$ cat src/rtl/sm_seg_display_if.sv
// Load/result handshake and display drive signals of the signed-result display block.
interface sm_seg_display_if #(
  parameter int unsigned MAG_WIDTH = 8
);
  logic                 load;
  logic                 sign_in;
  logic [MAG_WIDTH-1:0] mag_in;
  logic                 busy;
  logic                 done;
  logic [6:0]           seg;
  logic                 dp;
  logic [3:0]           an;

  modport master (
    output load, sign_in, mag_in,
    input  busy, done, seg, dp, an
  );

  modport slave (
    input  load, sign_in, mag_in,
    output busy, done, seg, dp, an
  );
endinterface

$ cat src/rtl/sm_seg_display.sv
// Converts a sign-magnitude result to BCD (double dabble) and scans it onto a
// 4-digit active-low multiplexed seven-segment display.
module sm_seg_display #(
  parameter int unsigned MAG_WIDTH     = 8,
  parameter int unsigned REFRESH_COUNT = 100000
) (
  input  logic              clk_100Mhz,
  input  logic              rst_n,
  sm_seg_display_if.slave   bus
);
  localparam int unsigned SR_W = 12 + MAG_WIDTH;
  localparam int unsigned CW   = $clog2(MAG_WIDTH + 1);
  localparam int unsigned RW   = $clog2(REFRESH_COUNT);
  localparam logic [6:0]  BLANK = 7'h7F;
  localparam logic [6:0]  MINUS = 7'b0111111;

  typedef enum logic [1:0] {IDLE, SHIFT, UPDATE} state_t;

  state_t          state;
  logic [SR_W-1:0] sr, sr_adj;
  logic [CW-1:0]   cnt;
  logic            sign_lat;
  logic            busy_r, done_r;
  logic [3:0]      d_hun, d_ten, d_one;
  logic            d_sign;
  logic [RW-1:0]   ref_cnt;
  logic [1:0]      idx;
  logic [6:0]      seg_r, seg_nxt;
  logic [3:0]      an_r;

  function automatic logic [6:0] enc(input logic [3:0] d);
    case (d)
      4'd0:    enc = 7'b1000000;
      4'd1:    enc = 7'b1111001;
      4'd2:    enc = 7'b0100100;
      4'd3:    enc = 7'b0110000;
      4'd4:    enc = 7'b0011001;
      4'd5:    enc = 7'b0010010;
      4'd6:    enc = 7'b0000010;
      4'd7:    enc = 7'b1111000;
      4'd8:    enc = 7'b0000000;
      4'd9:    enc = 7'b0010000;
      default: enc = BLANK;
    endcase
  endfunction

  always_comb begin
    sr_adj = sr;
    for (int unsigned i = 0; i < 3; i++) begin
      if (sr[MAG_WIDTH + 4*i +: 4] >= 4'd5)
        sr_adj[MAG_WIDTH + 4*i +: 4] = sr[MAG_WIDTH + 4*i +: 4] + 4'd3;
    end
  end

  // Display registers are written only in UPDATE so a partial conversion is never shown.
  always_ff @(posedge clk_100Mhz or negedge rst_n) begin
    if (!rst_n) begin
      state    <= IDLE;
      sr       <= '0;
      cnt      <= '0;
      sign_lat <= 1'b0;
      busy_r   <= 1'b0;
      done_r   <= 1'b0;
      d_hun    <= '0;
      d_ten    <= '0;
      d_one    <= '0;
      d_sign   <= 1'b0;
    end else begin
      done_r <= 1'b0;
      case (state)
        IDLE: begin
          if (bus.load) begin
            sr       <= SR_W'(bus.mag_in);
            sign_lat <= bus.sign_in;
            cnt      <= CW'(MAG_WIDTH);
            busy_r   <= 1'b1;
            state    <= SHIFT;
          end
        end
        SHIFT: begin
          sr  <= sr_adj << 1;
          cnt <= cnt - CW'(1);
          if (cnt == CW'(1)) begin
            busy_r <= 1'b0;
            state  <= UPDATE;
          end
        end
        UPDATE: begin
          d_hun  <= sr[MAG_WIDTH + 8 +: 4];
          d_ten  <= sr[MAG_WIDTH + 4 +: 4];
          d_one  <= sr[MAG_WIDTH +: 4];
          d_sign <= sign_lat & (|sr[SR_W-1:MAG_WIDTH]);
          done_r <= 1'b1;
          state  <= IDLE;
        end
        default: state <= IDLE;
      endcase
    end
  end

  always_comb begin
    seg_nxt = BLANK;
    case (idx)
      2'd0: seg_nxt = enc(d_one);
      2'd1: seg_nxt = (d_hun != 4'd0 || d_ten != 4'd0) ? enc(d_ten) : BLANK;
      2'd2: seg_nxt = (d_hun != 4'd0) ? enc(d_hun) : BLANK;
      2'd3: seg_nxt = d_sign ? MINUS : BLANK;
      default: seg_nxt = BLANK;
    endcase
  end

  always_ff @(posedge clk_100Mhz or negedge rst_n) begin
    if (!rst_n) begin
      ref_cnt <= '0;
      idx     <= '0;
      seg_r   <= BLANK;
      an_r    <= 4'hF;
    end else begin
      if (ref_cnt == RW'(REFRESH_COUNT - 1)) begin
        ref_cnt <= '0;
        idx     <= idx + 2'd1;
      end else begin
        ref_cnt <= ref_cnt + RW'(1);
      end
      an_r  <= ~(4'b0001 << idx);
      seg_r <= seg_nxt;
    end
  end

  assign bus.busy = busy_r;
  assign bus.done = done_r;
  assign bus.seg  = seg_r;
  assign bus.an   = an_r;
  assign bus.dp   = 1'b1;
endmodule

$ cat src/flat_wrapper.sv
// flat-port wrapper written by rule: the top's interface ports become plain ports
module sm_seg_display_flat 
#(
  parameter int unsigned MAG_WIDTH     = 8,
  parameter int unsigned REFRESH_COUNT = 100000
)
  (clk_100Mhz, rst_n, bus_load, bus_sign_in, bus_mag_in, bus_busy, bus_done, bus_seg, bus_dp, bus_an);
  sm_seg_display_if #(.MAG_WIDTH(MAG_WIDTH)) bus_i ();
  input  logic clk_100Mhz;
  input  logic rst_n;
  input wire logic [$bits(bus_i.load)-1:0] bus_load;
  input wire logic [$bits(bus_i.sign_in)-1:0] bus_sign_in;
  input wire logic [$bits(bus_i.mag_in)-1:0] bus_mag_in;
  output wire logic [$bits(bus_i.busy)-1:0] bus_busy;
  output wire logic [$bits(bus_i.done)-1:0] bus_done;
  output wire logic [$bits(bus_i.seg)-1:0] bus_seg;
  output wire logic [$bits(bus_i.dp)-1:0] bus_dp;
  output wire logic [$bits(bus_i.an)-1:0] bus_an;
  assign bus_i.load = bus_load;
  assign bus_i.sign_in = bus_sign_in;
  assign bus_i.mag_in = bus_mag_in;
  assign bus_busy = bus_i.busy;
  assign bus_done = bus_i.done;
  assign bus_seg = bus_i.seg;
  assign bus_dp = bus_i.dp;
  assign bus_an = bus_i.an;
  sm_seg_display #(.MAG_WIDTH(MAG_WIDTH), .REFRESH_COUNT(REFRESH_COUNT)) u_core (.clk_100Mhz(clk_100Mhz), .rst_n(rst_n), .bus(bus_i));
endmodule
$ cat config.mk
export PLATFORM = sky130hd
export DESIGN_NAME = sm_seg_display_flat
export DESIGN_NICKNAME = d
export VERILOG_FILES = /design/src/rtl/sm_seg_display_if.sv /design/src/rtl/sm_seg_display.sv /design/src/flat_wrapper.sv
export SDC_FILE = /design/constraint.sdc
export NUM_CORES = 1
export LEC_CHECK = 0
export ABC_AREA = 1
export BUFFER_PORTS_ARGS = -buffer_cell sky130_fd_sc_hd__buf_2
export CAP_MARGIN = 25
export CORE_AREA = 2 2 98 100
export CTS_CLUSTER_DIAMETER = 60
export CTS_CLUSTER_SIZE = 28
export DETAILED_ROUTE_END_ITERATION = 16
export DIE_AREA = 0 0 100 102
export RECOVER_POWER = 25
export SYNTH_ARGS = -nofsm -noshare
export SYNTH_HDL_FRONTEND = slang
export SYNTH_SLANG_ARGS = --single-unit
$ cat constraint.sdc
create_clock -name clk_100Mhz -period 1.5 [get_ports clk_100Mhz]
set_input_delay 0.075 -clock clk_100Mhz [delete_from_list [all_inputs] [get_ports clk_100Mhz]]
set_output_delay 0.075 -clock clk_100Mhz [all_outputs]
set_load 0.05 [all_outputs]
### Yosys cells after proc, flatten, opt, wreduce, memory -nomap -nowiden

Memory sizes are Yosys's and may differ from the RTL's.
Index checks and enable logic that the tools add are counted.

| storage, ports and cells | value |
|---|---|
| register bits | 72 |
| ROM bits | 336 |
| input bits | 12 |
| output and inout bits | 14 |
| logic and storage cells | 68 |
| memories kept | 3 |

| cells by class | value |
|---|---|
| add/subtract/negate cells | 6 |
| $lt $le $gt $ge | 3 |
| equal/unequal tests | 9 |
| shift operators | 1 |
| mux-type cells | 19 |
| bitwise gates (word level) | 2 |
| reductions and logical operators | 11 |

Memories:

| memory | depth | width | rd ports | clocked after Yosys merged registers in | wr ports | line | source |
|---|---|---|---|---|---|---|---|
| (no name shown) | 16 | 7 | 1 | 0 | 0 | sm_seg_display.sv:32 | `case (d)` |
| (no name shown) | 16 | 7 | 1 | 0 | 0 | sm_seg_display.sv:32 |  |
| (no name shown) | 16 | 7 | 1 | 0 | 0 | sm_seg_display.sv:32 |  |

Operators with widths:

| kind | count |
|---|---|
| $pmux 20 s2 | 1 |
| $pmux 7 s4 | 1 |
| $mux 7 | 3 |
| $mux 20 | 1 |
| $add 17x1->17 const B | 1 |
| $eq 17x17->1 const B | 1 |
| $mux 17 | 1 |
| $ge 4x3->1 const B | 3 |
| $mux 4 | 3 |
| $reduce_or 12->1 | 1 |
| $add 4x2->4 const B | 2 |
| $pmux 4 s2 | 1 |
| $reduce_bool 4->1 | 2 |
| $eq 2x2->1 const B | 3 |
| $reduce_and 2->1 | 3 |
| $eq 2x1->1 const B | 2 |
| $eq 4x1->1 const B | 1 |
| $logic_not 2->1 | 2 |
| $mux 2 | 2 |
| $not 4->4 | 1 |
| $pmux 2 s2 | 1 |
| $shl 1x2->4 const A | 1 |
| $sub 4x1->4 const B | 1 |
| $add 3x2->3 const B | 1 |
| 10 further kinds | 12 |

### Logic depth before layout (Yosys ltp)

| depth | value |
|---|---|
| depth after elaboration | 4 |
| depth in mapped cells | 11 |
| depth with buffers taken out | 11 |

### Least setup slack after synthesis

No wires, ideal clock.

| timing path | value |
|---|---|
| kind | reg-to-reg |
| from | register u_core.sr[12] |
| to | register u_core.sr[13] |
| arrival | 1.210 ns |
| required time | 1.375 ns |
| path slack | 0.165 ns |
| stages on the path, launching flop included | 8 |
| path buffers | 0 |
| period minus slack after synthesis | 1.335 ns |
| path through | dfrtp_1 > inv_1 > ha_1 > or2_1 > nand3_1 > a21oi_1 > o21ai_0 > o21ai_1 |

| between the ends | value |
|---|---|
| word-level cells in the longest chain between the ends | 3 |
| elaborated cells on any way between the ends | 4 |
| those cells by class | add/sub (1); order compare (1); mux (2) |

RTL lines:

| item | line | source |
|---|---|---|
| from (decl) | sm_seg_display.sv:20 | `logic [SR_W-1:0] sr, sr_adj;` |
| from (signal assigned) | sm_seg_display.sv:73 | `sr <= SR_W'(bus.mag_in);` |
| from (signal assigned) | sm_seg_display.sv:81 | `sr <= sr_adj << 1;` |
| $add 4x2->4 or $ge 4x3->1 (tied branches) | sm_seg_display.sv:51, sm_seg_display.sv:50 |  |
| $mux 4 (*) | sm_seg_display.sv:50 | `if (sr[MAG_WIDTH + 4*i +: 4] >= 4'd5)` |
| $pmux 20 s2 (*) | sm_seg_display.sv:70 | `case (state)` |

Mark *: on every way between the ends. The rest lies on a longest branch, timed or not.
A chain may end at the register's enable or synchronous reset.

### Worst setup path in the final report

| timing path | value |
|---|---|
| from | register u_core.ref_cnt[0] |
| to | register u_core.ref_cnt[10] |

| between the ends | value |
|---|---|
| word-level cells in the longest chain between the ends | 2 |
| elaborated cells on any way between the ends | 3 |
| those cells by class | add/sub (1); eq/ne (1); mux (1) |

RTL lines:

| item | line | source |
|---|---|---|
| from (decl) | sm_seg_display.sv:26 | `logic [RW-1:0] ref_cnt;` |
| from (signal assigned) | sm_seg_display.sv:123 | `ref_cnt <= ref_cnt + RW'(1);` |
| $add 17x1->17 or $eq 17x17->1 (tied branches) | sm_seg_display.sv:123, sm_seg_display.sv:119 |  |
| $mux 17 (*) | sm_seg_display.sv:119 | `if (ref_cnt == RW'(REFRESH_COUNT - 1)) begin` |

Marked as above.

==> metrics.md <==
| Metric | Value |
|---|---|
| Net switching component of the power | 0.00341 W |
| Post-Synthesis Cell Area | 4050 um^2 |
| Max-slew headroom | between 30% and 40% |
| Clock H-tree levels | 3 |
| Top area cells in the synthesized netlist | sky130_fd_sc_hd__dfrtp_1, sky130_fd_sc_hd__ha_1, sky130_fd_sc_hd__nand2_1 |
| Total count of hold-check failures in the final report | 0 |
| Maximum number of pins on one net before global-route repair | 73 |
| Kind of end point of the critical path | flop |
| Minimum clock period | about 1.4 ns |
| Count of endpoints failing setup in the final report | 0 |
| HPWL reported at the end of detailed placement | 5810 um |
| DRC violation count after routing | 0 |
| Startpoint of the worst hold path | u_core.ref_cnt[0]$_DFF_PN0_ |
| Num Clock Sinks | 72 |
| Worst Hold Slack | 0.479 ns |
| Std-Cell Rows | 35 |
| Die Y | 102 um |
| Die X-Extent | approximately 100 um |
| Startpoint type of the worst setup path | flop |
| Clock root buffer | sky130_fd_sc_hd__clkbuf_8 |
| Fraction of power consumed by sequential logic | 36.9% |
| Least setup slack across all paths after layout | 0.0995 ns |
| First-pass GRT wire length | 14100 um |
| Synthesis Warnings | 0 |
| Layout overhead on the synthesized area | 17.2% |
| Detailed-router iteration count before antenna repair | 4 |
| Result of the run | finished, final reports clean |
| Most instantiated cells after synthesis | sky130_fd_sc_hd__nand2_1, sky130_fd_sc_hd__inv_1, sky130_fd_sc_hd__dfrtp_1 |
| Unrepaired setup endpoints after global routing | yes |
| Worst Tran Pin Value | 0.960 ns |
| Maximum operating frequency | between 700 and 800 MHz |
| Count of nets after finishing | around 580 |
| Clock transition at path regs | 0.08 ns |
| Worst path arrival time | 1.64 ns |
| Proportion of netlist area held by the largest area contributor | 37.7% |
| Number of pins with negative max-slew slack in the final report | 0 |
| Critical Path Max Stage Delay | 0.39 ns |
| Gr ovfl total | 0 |
| Post-synthesis sequential element count | 72 |
| Routed wire length | 8110 um |
| Source-to-sink clock delay at the later pin of the worst-skew pair | approximately 0.34 ns |
| Number of diodes | 0 |
| Antenna violations before repair | 0 |
| Remaining antenna violation count after routing | 0 |
| Weighted congestion reported at the end of routability-driven placement | roughly 0.85 |
| Maximum Capacitance Violations | 0 |
| Switching part of the total | a little over two fifths |
| Iter 0 DRT Violations | 186 |
| Source of the critical timing path | u_core.ref_cnt[0]$_DFF_PN0_ |
| Power density of the placed cells | roughly 1700 nW/um^2 |
| Wire per inst | 12.4 um |
| Worst clock skew | around 0.0086 ns |
| Pwr Total | 0.00808 W |
| Starting density of the core | 44.5% |
| Core Area | 9110 um^2 |
| Number of top-level design ports | 26 |
| Post-synth net total | between 500 and 600 |
| Number of buffers on the longest clock path | 2 |
| Dominant delay contributor by cell family on the critical path | simple AND/OR/NAND/NOR gates |
| Per-cell via count in the routed design | 5.00 |
| Post-synth ARST share | between 90% and 100% |
| Share of post-route cells with drive strength above 1 | 20.6% |
| Cell at the slowest stage of the critical path | sky130_fd_sc_hd__dfrtp_1 |
| TritonCTS clock tree | built |
| Via count | 3269 |
| Part of the cycle the worst path needs | about 93% |
| Most numerous cell in the Yosys netlist | sky130_fd_sc_hd__nand2_1 |
| Category of the critical setup timing path | reg2reg |
| Maximum resistive drop on vdd | approximately 0.9 mV |
| Proportion of power drawn by the clock network | 18.6% |
| Total clock buffers created by CTS | 9 |
| Required time of the worst setup path | 1.74 ns |
| Die area | roughly 10000 um^2 |
| Worst Path Buf+Inv | 1 |
| Reg2reg start | u_core.ref_cnt[0]$_DFF_PN0_ |
| Worst setup slack for register-to-register paths | 0.1 ns |
| Number of global-route vias before repair | approximately 3100 |
| Number of buffers inserted by port buffering | 24 |
| Internal Dissipation | between 0.004 and 0.005 W |
| Gate count after technology mapping | 483 |
| Relative contribution of combinational cells to total power | 44.5% |
| Minimum setup slack after placement | -0.00427 ns |
| Pleak | around 2.3 nW |
| Min-Delay Path Class | reg2reg |
| Top cell type by total area after synthesis | sky130_fd_sc_hd__dfrtp_1 |
| Netlist cell types | 36 |
| Portion of the post-synthesis area used by sequential elements | 44.8% |
| Overall global routing resource usage | 17.2% |
| Count of flip-flops with a built-in enable after synthesis | 0 |
| Mean Syn Cell Area | 8.38 um^2 |
| Sequence of cells on the critical path | ha_2 > nand2_2 > nor2_4 > nand2_4 > inv_2 > nand3_4 > o21ai_1 > nor2_1 |
| Largest fanout of any net on the critical path | 6 |
| Ys flop type | sky130_fd_sc_hd__dfrtp_1 |
cells in the final DEF (no fill, tap or decap), types with 3 or more instances in the layout:
cell type	count
sky130_fd_sc_hd__a21oi_1	22
sky130_fd_sc_hd__a22oi_1	4
sky130_fd_sc_hd__buf_2	24
sky130_fd_sc_hd__buf_4	15
sky130_fd_sc_hd__clkbuf_8	13
sky130_fd_sc_hd__dfrtp_1	61
sky130_fd_sc_hd__dfstp_2	11
sky130_fd_sc_hd__dlygate4sd3_1	11
sky130_fd_sc_hd__ha_1	26
sky130_fd_sc_hd__ha_2	4
sky130_fd_sc_hd__inv_1	58
sky130_fd_sc_hd__inv_2	12
sky130_fd_sc_hd__nand2_1	98
sky130_fd_sc_hd__nand2_2	3
sky130_fd_sc_hd__nand2_4	3
sky130_fd_sc_hd__nand3_1	18
sky130_fd_sc_hd__nand4_1	5
sky130_fd_sc_hd__nor2_1	46
sky130_fd_sc_hd__nor2_2	4
sky130_fd_sc_hd__nor2_4	8
sky130_fd_sc_hd__o211ai_1	4
sky130_fd_sc_hd__o21ai_0	42
sky130_fd_sc_hd__o21ai_1	10
sky130_fd_sc_hd__o22ai_1	4
sky130_fd_sc_hd__xor2_1	8
state kept, by name (all words and copies together) (netlist names):
name / flops
u_core.d_one: 4
u_core.bus.an: 4
u_core.state: 2
u_core.bus.done: 1
u_core.sign_lat: 1
u_core.cnt: 4
u_core.sr: 20
u_core.ref_cnt: 17
u_core.d_ten: 4
u_core.idx: 2
u_core.bus.busy: 1
u_core.bus.seg: 7
u_core.d_hun: 4
u_core.d_sign: 1
per-stage QoR:
| step | cells | TNS, ns | utilization, % | cell area (um^2) |
|---|---|---|---|---|
| global placement | 621 | 0 | 47.8 | 4360 |
| global route | 654 | -0.0288 | 52.1 | 4740 |
| finish | 654 | 0 | 52.1 | 4740 |
| CTS | 649 | 0 | 51.3 | 4670 |
| floorplan | 483 | 0 | - | 4050 |
| detailed placement | 621 | -0.00427 | 47.8 | 4360 |
power by group through the flow:
stage          combinational [W]  sequential (W)  clock, W
6_report                 0.00359         0.00298   0.00150
4_1_cts                  0.00348         0.00297   0.00155
2_1_floorplan            0.00226         0.00322         0
3_5_place_dp             0.00340         0.00300         0
3_3_place_gp             0.00336         0.00298         0
5_1_grt                  0.00408         0.00307   0.00162
metal layers:
metal	up-vias	GRT usage, %	wire [um]
met2	67	28.1	3720
met3	14	2.80	238
met4	0	7.06	169
met1	1533	23.0	3980
met5	-	0	0
li1	1655	-	-
repair_timing:
action,in CTS,in global routing
setup buffers,1,5
hold buffers,11,0
gates resized for setup,1,22
endpoints found under the setup margin,3,22
pin swaps,1,2
endpoints found under the hold margin,70,0
final timing paths:
| check | cells past startpoint | end |
|---|---|---|
| max in group asynchronous | 3 | u_core.sr[19]$_DFFE_PN0P_ |
| worst min-delay path | 1 | u_core.ref_cnt[0]$_DFF_PN0_ |
| worst min register to register | 1 | u_core.ref_cnt[0]$_DFF_PN0_ |
| min in group asynchronous | 3 | u_core.d_ten[1]$_DFFE_PN0P_ |
| worst max-delay path | 8 | u_core.ref_cnt[10]$_DFF_PN0_ |
| worst max register to register | 8 | u_core.ref_cnt[10]$_DFF_PN0_ |
cell families after synthesis:
family	after synthesis	synth area share [%]
simple gates	197	23.0
compound gates	95	13.0
buf+inv	78	7.57
flops	72	44.8
fa+ha+maj	31	9.58
xor+xnor	9	1.95
other cells	1	0.0926
worst register-to-register path: stages, from the launching register on:
cell	delay, ns
sky130_fd_sc_hd__dfrtp_1	0.39
sky130_fd_sc_hd__ha_2	0.20
sky130_fd_sc_hd__nand2_2	0.07
sky130_fd_sc_hd__nor2_4	0.13
sky130_fd_sc_hd__nand2_4	0.08
sky130_fd_sc_hd__inv_2	0.11
sky130_fd_sc_hd__nand3_4	0.14
sky130_fd_sc_hd__o21ai_1	0.12
sky130_fd_sc_hd__nor2_1	0.06
final cells by class:
class	instances	area [um^2]
Multi-Input combinational cell	333	1980
Fill cell	852	4370
Tap cell	111	139
Clock buffer	14	183
Inverter	71	267
Clock inverter	2	12.5
Timing Repair Buffer	51	350
Sequential cell	72	1820
Power figures use the tool's default switching activity.
